File: config.mk
export PLATFORM = sky130hd
export DESIGN_NAME = invader_tracker
export DESIGN_NICKNAME = d
export VERILOG_FILES = /design/src/rtl/invader_pkg.sv /design/src/rtl/invader_shot_slot.sv /design/src/rtl/invader_tracker.sv
export SDC_FILE = /design/constraint.sdc
export NUM_CORES = 1
export LEC_CHECK = 0
export ABC_AREA = 1
export CAP_MARGIN = 20
export CORE_ASPECT_RATIO = 1.2
export CORE_MARGIN = 4
export CORE_UTILIZATION = 35
export DETAILED_ROUTE_END_ITERATION = 10
export PLACE_DENSITY = 0.5
export SLEW_MARGIN = 20
export SYNTH_ARGS = -nofsm -noshare
export SYNTH_HDL_FRONTEND = slang
export SYNTH_SLANG_ARGS = --single-unit
File: constraint.sdc
create_clock -name clk_4 -period 6 [get_ports clk_4]
set_input_delay 1.8 -clock clk_4 [delete_from_list [all_inputs] [get_ports clk_4]]
set_output_delay 1.8 -clock clk_4 [all_outputs]
set_load 0.05 [all_outputs]
File: src/rtl/invader_pkg.sv
// Shared definitions for the invader tracker: coordinate type, FSM states,
// screen geometry, score cap and small coordinate helpers.
package invader_pkg;

  localparam int COORD_W  = 10;
  localparam int SCREEN_W = 640;
  localparam int SCREEN_H = 480;
  localparam int SCORE_W  = 14;

  typedef logic [COORD_W-1:0] coord_t;
  typedef logic [SCORE_W-1:0] score_t;

  localparam score_t SCORE_CAP   = score_t'(9999);
  // A shot sitting on the bottom row is retired instead of advanced.
  localparam coord_t SHOT_LAST_Y = coord_t'(SCREEN_H - 1);
  // Player-vs-shot proximity window (strictly less than).
  localparam coord_t HIT_RADIUS  = coord_t'(10);

  typedef enum logic [1:0] {
    ST_IDLE  = 2'd0,
    ST_TRACK = 2'd1,
    ST_DYING = 2'd2
  } state_t;

  // Unsigned distance; ordering the operands avoids wrap-around.
  function automatic coord_t abs_diff(input coord_t a, input coord_t b);
    return (a >= b) ? (a - b) : (b - a);
  endfunction

  // One unit step of cur toward target, holding when already there.
  function automatic coord_t step_toward(input coord_t cur, input coord_t target);
    if (cur < target)
      return cur + coord_t'(1);
    else if (cur > target)
      return cur - coord_t'(1);
    else
      return cur;
  endfunction

endpackage

File: src/rtl/invader_shot_slot.sv
// One enemy-shot slot: load at the enemy, fall one row per cycle, retire at
// the bottom or on a player hit. A free slot parks at (0,0).
// Optional build macro INVADER_HOMING_EN: on each move tick a live shot also
// steps its x one unit toward the player.
module invader_shot_slot
  import invader_pkg::*;
(
  input  logic   clk_4,
  input  logic   clr,
  input  logic   flush,
  input  logic   load,
  input  coord_t load_x,
  input  coord_t load_y,
  input  logic   tick,
  input  coord_t player_x,
  input  coord_t player_y,
  output coord_t x,
  output coord_t y,
  output logic   valid,
  output logic   hit
);

`ifdef INVADER_HOMING_EN
  localparam bit HOMING = 1'b1;
`else
  localparam bit HOMING = 1'b0;
`endif

  // Live shot overlapping the player this cycle.
  assign hit = valid
            && (abs_diff(x, player_x) < HIT_RADIUS)
            && (abs_diff(y, player_y) < HIT_RADIUS);

  // Slot state: flush beats load, load only lands in a free slot.
  always_ff @(posedge clk_4 or posedge clr) begin
    if (clr) begin
      x     <= '0;
      y     <= '0;
      valid <= 1'b0;
    end else if (flush) begin
      x     <= '0;
      y     <= '0;
      valid <= 1'b0;
    end else if (load && !valid) begin
      x     <= load_x;
      y     <= load_y;
      valid <= 1'b1;
    end else if (valid) begin
      if (hit || (y >= SHOT_LAST_Y)) begin
        x     <= '0;
        y     <= '0;
        valid <= 1'b0;
      end else begin
        y <= y + coord_t'(1);
        if (HOMING && tick)
          x <= step_toward(x, player_x);
      end
    end
  end

endmodule

File: src/rtl/invader_tracker.sv
// Single enemy that tracks the player horizontally, fires falling shots from
// a small pool of slots, dies when hit by a player bullet and respawns.
// Optional build macro INVADER_HOMING_EN (handled in invader_shot_slot).
// Handshake note: there is no valid/ready traffic here; every input is
// sampled each clock and collision/player_hit are single-cycle pulses.
module invader_tracker
  import invader_pkg::*;
#(
  parameter int NUM_SHOTS   = 4,
  parameter int MOVE_DIV    = 3,
  parameter int SPAWN_X     = 220,
  parameter int SPAWN_Y     = 30,
  parameter int FIRE_LO     = 30,
  parameter int FIRE_HI     = 40,
  parameter int RESPAWN_CYC = 64
) (
  input  logic                     clk_4,
  input  logic                     clr,
  input  logic                     play,
  input  logic [7:0]               rand_byte,
  input  logic                     destroy,
  input  logic [COORD_W-1:0]       projectiles_x,
  input  logic [COORD_W-1:0]       projectiles_y,
  input  logic [COORD_W-1:0]       player_x,
  input  logic [COORD_W-1:0]       player_y,
  output logic [COORD_W-1:0]       enemy_x,
  output logic [COORD_W-1:0]       enemy_y,
  output logic [NUM_SHOTS*10-1:0]  shot_x,
  output logic [NUM_SHOTS*10-1:0]  shot_y,
  output logic [NUM_SHOTS-1:0]     shot_valid,
  output logic                     collision,
  output logic                     player_hit,
  output logic [SCORE_W-1:0]       score,
  output state_t                   fsm_state
);

  localparam int DIV_W  = (MOVE_DIV > 1) ? $clog2(MOVE_DIV) : 1;
  localparam int RESP_W = $clog2(RESPAWN_CYC + 1);
  localparam logic [7:0] FIRE_LO_B = 8'(FIRE_LO);
  localparam logic [7:0] FIRE_HI_B = 8'(FIRE_HI);

  logic [DIV_W-1:0]     div_cnt;
  logic [RESP_W-1:0]    resp_cnt;
  logic                 tick;
  logic                 enemy_hit;
  logic                 fire_req;
  logic                 flush;
  logic [NUM_SHOTS-1:0] load_sel;
  logic [NUM_SHOTS-1:0] slot_hit;

  assign tick = (div_cnt == DIV_W'(MOVE_DIV - 1));

  // Player bullet inside the enemy box: strictly below, under 20 rows, under 15 columns.
  assign enemy_hit = (fsm_state == ST_TRACK)
                  && (projectiles_y != '0)
                  && (projectiles_y > enemy_y)
                  && ((projectiles_y - enemy_y) < coord_t'(20))
                  && (abs_diff(projectiles_x, enemy_x) < coord_t'(15));

  // Launch request; destroy cancels it for the cycle.
  assign fire_req = play && (fsm_state == ST_TRACK) && !destroy
                 && (rand_byte > FIRE_LO_B) && (rand_byte < FIRE_HI_B);

  // Shots are wiped on destroy and whenever the game is not running.
  assign flush = destroy || !play || (fsm_state == ST_IDLE);

  // Pick the lowest free slot (one-hot, all zero when the pool is full).
  always_comb begin
    load_sel = '0;
    for (int i = 0; i < NUM_SHOTS; i++) begin
      if (!shot_valid[i] && (load_sel == '0))
        load_sel[i] = 1'b1;
    end
  end

  for (genvar g = 0; g < NUM_SHOTS; g++) begin : g_slot
    invader_shot_slot u_slot (
      .clk_4    (clk_4),
      .clr      (clr),
      .flush    (flush),
      .load     (fire_req && load_sel[g]),
      .load_x   (enemy_x),
      .load_y   (enemy_y + coord_t'(1)),
      .tick     (tick),
      .player_x (player_x),
      .player_y (player_y),
      .x        (shot_x[g*10 +: 10]),
      .y        (shot_y[g*10 +: 10]),
      .valid    (shot_valid[g]),
      .hit      (slot_hit[g])
    );
  end

  // Game FSM with registered enemy position, score and event pulses.
  always_ff @(posedge clk_4 or posedge clr) begin
    if (clr) begin
      fsm_state  <= ST_IDLE;
      enemy_x    <= coord_t'(SPAWN_X);
      enemy_y    <= coord_t'(SPAWN_Y);
      score      <= '0;
      collision  <= 1'b0;
      player_hit <= 1'b0;
      div_cnt    <= '0;
      resp_cnt   <= '0;
    end else begin
      collision  <= 1'b0;
      player_hit <= play && (fsm_state != ST_IDLE) && !destroy && (|slot_hit);
      if (!play) begin
        fsm_state <= ST_IDLE;
        div_cnt   <= '0;
        resp_cnt  <= '0;
      end else begin
        case (fsm_state)
          ST_IDLE: begin
            fsm_state <= ST_TRACK;
            enemy_x   <= coord_t'(SPAWN_X);
            enemy_y   <= coord_t'(SPAWN_Y);
            score     <= '0;
            div_cnt   <= '0;
            resp_cnt  <= '0;
          end
          ST_TRACK: begin
            div_cnt <= tick ? '0 : div_cnt + DIV_W'(1);
            if (enemy_hit) begin
              collision <= 1'b1;
              score     <= (score < SCORE_CAP) ? score + score_t'(1) : score;
              fsm_state <= ST_DYING;
              resp_cnt  <= '0;
            end else if (tick) begin
              enemy_x <= step_toward(enemy_x, player_x);
            end
          end
          ST_DYING: begin
            div_cnt <= tick ? '0 : div_cnt + DIV_W'(1);
            if (resp_cnt == RESP_W'(RESPAWN_CYC - 1)) begin
              fsm_state <= ST_TRACK;
              enemy_x   <= coord_t'(20) + coord_t'({rand_byte, 1'b0});
              enemy_y   <= coord_t'(SPAWN_Y);
              resp_cnt  <= '0;
            end else begin
              resp_cnt <= resp_cnt + RESP_W'(1);
            end
          end
          default: fsm_state <= ST_IDLE;
        endcase
      end
    end
  end

endmodule

Word-level counts from Yosys, hierarchy flattened
Index checks and enable logic that the tools add are counted.

word-level totals
  input bits = 52
  output and inout bits = 122
  bits in registers = 131

cells by class
  reductions and logical operators = 69
  $lt $le $gt $ge = 29
  add/subtract/negate cells = 30
  multiplexer cells = 86
  equality and inequality tests = 14

operators by type and width
  cell                                                                                  number
  10-bit 2-to-1 mux                                                                     47
  10-bit subtractor                                                                     19
  10-bit greater-or-equal comparator                                                    9
  10-bit by 4-bit less-than comparator with 1-bit output, second input constant         9
  10-bit by 1-bit adder with 10-bit output, second input constant                       6
  10-bit by 9-bit greater-or-equal comparator with 1-bit output, second input constant  4
  1-bit logical AND                                                                     30
  10-bit one-hot mux with 3 select lines                                                1
  14-bit 2-to-1 mux                                                                     2
  14-bit one-hot mux with 2 select lines                                                1
  3-bit nonzero test                                                                    9
  1-bit 2-to-1 mux                                                                      23
  7-bit 2-to-1 mux                                                                      3
  7-bit one-hot mux with 3 select lines                                                 1
  10-bit greater-than comparator                                                        2
  10-bit one-hot mux with 2 select lines                                                1
  14-bit by 1-bit adder with 14-bit output, second input constant                       1
  14-bit less-than comparator, second input constant                                    1
  2-bit AND reduction                                                                   6
  5-bit by 9-bit adder with 10-bit output, first input constant                         1
  10-bit less-than comparator                                                           1
  10-bit by 5-bit less-than comparator with 1-bit output, second input constant         1
  2-bit 2-to-1 mux                                                                      5
  10-bit nonzero test                                                                   1
  26 further kinds                                                                      44

Logic depth before layout (Yosys ltp)
  word-level depth = 13
  gate-level depth with buffers = 23
  gate-level depth less buffers = 22

Cells and area by module
A second synthesis with hierarchy kept.

unflattened totals
  cells, all modules = 3,100
  area total of the unflattened synthesis = 18,316.3 um2

modules (own cells, without submodules)
  module                                    cells an instance  seq. area each (um2)  instances  area each (um2)
  invader_shot_slot (g_slot[1].u_slot ...)  589                525.5                 2          3,400.8
  invader_tracker                           724                932.1                 1          4,531.8
  invader_shot_slot (g_slot[2].u_slot)      612                525.5                 1          3,603.5
  invader_shot_slot (g_slot[0].u_slot)      586                525.5                 1          3,379.5

Worst setup path before layout
No wires, ideal clock.

  kind = input to register
  start = in player_x[9]
  end = reg enemy_x[6]
  arrival time = 4.207 ns
  slack = 1.714 ns
  stages on the path = 17
  cells stage by stage = inv_1 > ha_1 > nand4_1 > nor3_1 > o21ai_0 > nand3_1 > inv_1 > fa_1 > inv_1 > nand3_1 > and2_1 > nor2_1 > o21ai_0 > a21oi_1 > o21ai_0 > a21oi_1 > o21ai_2

on the way
  longest elaborated chain between the ends = 5
  elaborated cells between the ends (all ways) = 8

RTL lines
  element                                 line                    text
  start, declared                         invader_tracker.sv:24   input logic [COORD_W-1:0] player_x,
  10-bit less-than comparator             invader_pkg.sv:32       if (cur < target)
  10-bit 2-to-1 mux                       invader_pkg.sv:32
  10-bit 2-to-1 mux                       invader_tracker.sv:129  end else if (tick) begin
  10-bit 2-to-1 mux                       invader_tracker.sv:124  if (enemy_hit) begin
  10-bit one-hot mux with 3 select lines  invader_tracker.sv:113  case (fsm_state)
  end signal, assigned                    invader_tracker.sv:116  enemy_x <= coord_t'(SPAWN_X);
  end signal, assigned                    invader_tracker.sv:130  enemy_x <= step_toward(enemy_x, player_x);
  end signal, assigned                    invader_tracker.sv:137  enemy_x <= coord_t'(20) + coord_t'({rand_byte, 1'b0});
  end, declared                           invader_tracker.sv:26   output logic [COORD_W-1:0] enemy_x,

Parallel ways exist; a longest one is shown, timed or not. The select of a mux whose other input is x is not followed.
A chain may end at the register's enable or synchronous reset.

Worst setup path after layout
  start = in player_x[8]
  end = reg enemy_x[6]

Same word-level chain as after synthesis.

==> impl_metrics.toml <==
[worst_setup_path]
r2r_start = "enemy_x[8]$_DFFE_PP0P_"
slowest_stage = "clkdlybuf4s50_1"
cp_cell_sequence = "clkdlybuf4s50_1 -> inv_1 -> ha_1 -> nand4_1 -> nor3_1 -> o21ai_0 -> nand3_1 -> inv_1 -> fa_1 -> inv_1 -> nand3_1 -> and2_1 -> nor2_1 -> o21ai_0 -> nand3_1 -> nand2_1 -> o21ai_0 -> a21oi_1 -> o21ai_2"
path_max_fanout = 10
worstPathArrival_ps = 5630
r2r_setup_slack_ps = 2390
rr_worst_depth = 17
worstSetupStartpointType = "input port"
max_stage_delay_ps = 610
worstPathRequired_ps = 6420
endpoint_kind = "flop"
r2r_end = "enemy_x[6]$_DFFE_PP1P_"
crit_type = "in -> reg"

[logic_synthesis]
postSynthAreaPerCell_um2 = 6.22
syn_inst = 2878
synth_seq_area_share = 0.170
yosys_warnings = 0
synth_area_mm2 = 0.0179
synth_cell_types = 59
synth.most_common_cell = "nand2_1"
synth_top_area_frac = 0.199
synthTopCellsByCount = "nand2_1, inv_1, nand3_1, nor2_1, ha_1"
ys_seq_elements = 121
synth-edff-count = 0
yosys-top-cells-area = "nand2_1, dfrtp_1, ha_1"
yosysTopAreaCell = "nand2_1"
synth-async-reset-ratio = 1.00
synthFlopType = "dfrtp_1"

[detailed_routing]
ant_nets = 0
via_count = 18800
wl_per_cell_um = 18.6
routed_wirelength_um = 68400
drc_errors = 0
avgViaCountPerCell = 5.10
dr.pass1.iters = 5
drtIter0Drc = 1194

[power]
power_density_mw_per_mm2 = 153
switching_share = 0.412
clkPwrFrac = 0.343
p_int_uw = 1860
pwr-share-seq = 0.282
leakage_uw = 0.0110
power.switching_uw = 1300
combinationalPowerShare = 0.374
peakVddDrop_v = 0.000201

[placed_design]
port_buffers = 163
hpwlAfterDp_um = 55800
place_congestion = 0.908
post-place-ws_ps = 389

[grt]
grt_usage = 0.244
grtUsageMet1 = 0.281
busiest_layer = "met2"
grt_overflow_total = 0
antenna_found_initial = 0
grtUsageMet3 = 0.0385
grt_pass1_vias = 18600
grt_use_met2 = 0.446
grt_first_pass_wirelength_um = 106000
grt_max_degree = 69

[finish]
area_growth_syn_to_layout_pct = 15.5
nets = 3297
utilization = 0.410
antennaDiodeCount = 0
drive_above_1_share = 0.0830

[clock_network]
hold_buffers = 0
clk_pin_slew_ps = 60
cts.sinks = 121
numCtsBuffers = 17
clk_latency_ps = 480
cts_setup_buffers = 0
root_buffer = "clkbuf_16"
clockBufferDepth = 2
htreeDepth = 4
post_cts_resize_count = 0
cts_tree = "yes"

[hold_path]
hold_depth = 2
min_path_type = "reg -> reg"
hold_path_end = "resp_cnt[4]$_DFFE_PP0P_"
holdCritStartpoint = "resp_cnt[4]$_DFFE_PP0P_"

[floorplanning]
die_h_um = 256
num_rows = 90
die_w_um = 214
io_pins = 174
dieArea_mm2 = 0.0548
coreArea_mm2 = 0.0504
start_util = 0.355

[sta]
max_freq_mhz = 192
period_needed_ps = 5220
slew_headroom = 0.391
maxSlewViolCount = 0
finClkSkew_ps = 12.7
post-route-period-util = 0.869
hold_ws_ps = 477
finalSetupViolations = 0
grt_setup_unrepaired = "no"
hold_violations = 0
worst_slack_ps = 783
worst_slew_pin_slew_ps = 909
timing.setup.tns_ps = 0

[outcome]
status = "finished clean"

[flow_run]
drv_cap = 0
layer usage:
metal | routed length [um] | part of all wire
met3 | 2730 | 0.040
met5 | 0 | 0
met2 | 34500 | 0.50
met4 | 3070 | 0.045
met1 | 28000 | 0.41
metrics by stage:
step | total power (uW) | cell area [um2] | std cells
floorplan | 1720 | 17900 | 2886
global placement | 2080 | 20100 | 3649
detailed placement | 2080 | 20100 | 3649
CTS | 3190 | 20700 | 3681
global route | 3340 | 20700 | 3681
finish | 3160 | 20700 | 3681
flip-flops by register name, summed over array words and instances (netlist names):
| signal | cells |
|---|---|
| g_slot.u_slot.valid | 4 |
| fsm_state | 2 |
| player_hit | 1 |
| resp_cnt | 7 |
| div_cnt | 2 |
| collision | 1 |
| score | 14 |
| g_slot.u_slot.x | 40 |
| enemy_x | 10 |
| g_slot.u_slot.y | 40 |
power groups by stage:
stage | sequential [uW] | clock, uW | combinational [uW]
after detailed placement | 906 | 0 | 1170
final | 891 | 1080 | 1180
after global placement | 907 | 0 | 1170
after floorplan | 932 | 0 | 785
after global routing | 893 | 1140 | 1320
after CTS | 892 | 1110 | 1180
cell usage in the layout (no fill, tap or decap), drive strengths merged, types with 2 or more instances in the layout:
cell           instances
nor4                   8
nand4                 46
or2                   10
inv                  437
nor2                 229
o21bai                12
o221ai                 2
o21ai                 90
xor2                  74
clkinvlp               4
clkdlybuf4s50        163
xnor2                 13
nor3                  19
o211ai                 6
nand3                290
a21o                   8
fa                    19
dfstp                  5
clkbuf                21
nand2               1024
a21oi                150
nand3b                 4
clkinv                 8
conb                  10
ha                   202
dfrtp                116
o21a                   6
o22ai                 11
a21boi                 4
a211oi                 2
a31oi                  5
bufinv                 2
buf                   31
area by class of cell:
class,instances,area (um2)
clock inverters,11,123
multi-input cells,2250,12700
fillers,5416,29800
clock buffers,21,460
repair buffers,194,1860
well taps,644,806
flip-flops and latches,121,3030
inverters,440,1660
critical path: cells and delay by family:
kind,cells,cell delay (ps)
buf+inv,4,1100
compound gates,5,690
simple gates,8,1270
fa+ha+maj,2,750
worst max path at each step:
stage	from	endpoint	slack (ps)
6_report	player_x[8]	enemy_x[6]$_DFFE_PP1P_	780
2_1_floorplan	clr	collision$_DFF_PP0_	990
4_1_cts	player_x[8]	enemy_x[6]$_DFFE_PP1P_	900
3_5_place_dp	player_x[8]	enemy_x[6]$_DFFE_PP1P_	390
3_3_place_gp	player_x[8]	enemy_x[4]$_DFFE_PP1P_	460
5_1_grt	player_x[8]	enemy_x[6]$_DFFE_PP1P_	580
kinds of logic (layout without fill, tap and decap cells):
group,Yosys count,after routing,synth area share
buf+inv,515,666,0.121
other cells,2,10,0.000420
flops,121,121,0.170
fa+ha+maj,221,221,0.162
simple gates,1631,1631,0.406
compound gates,301,301,0.0984
xor+xnor,87,87,0.0426
Power figures use the tool's default switching activity.
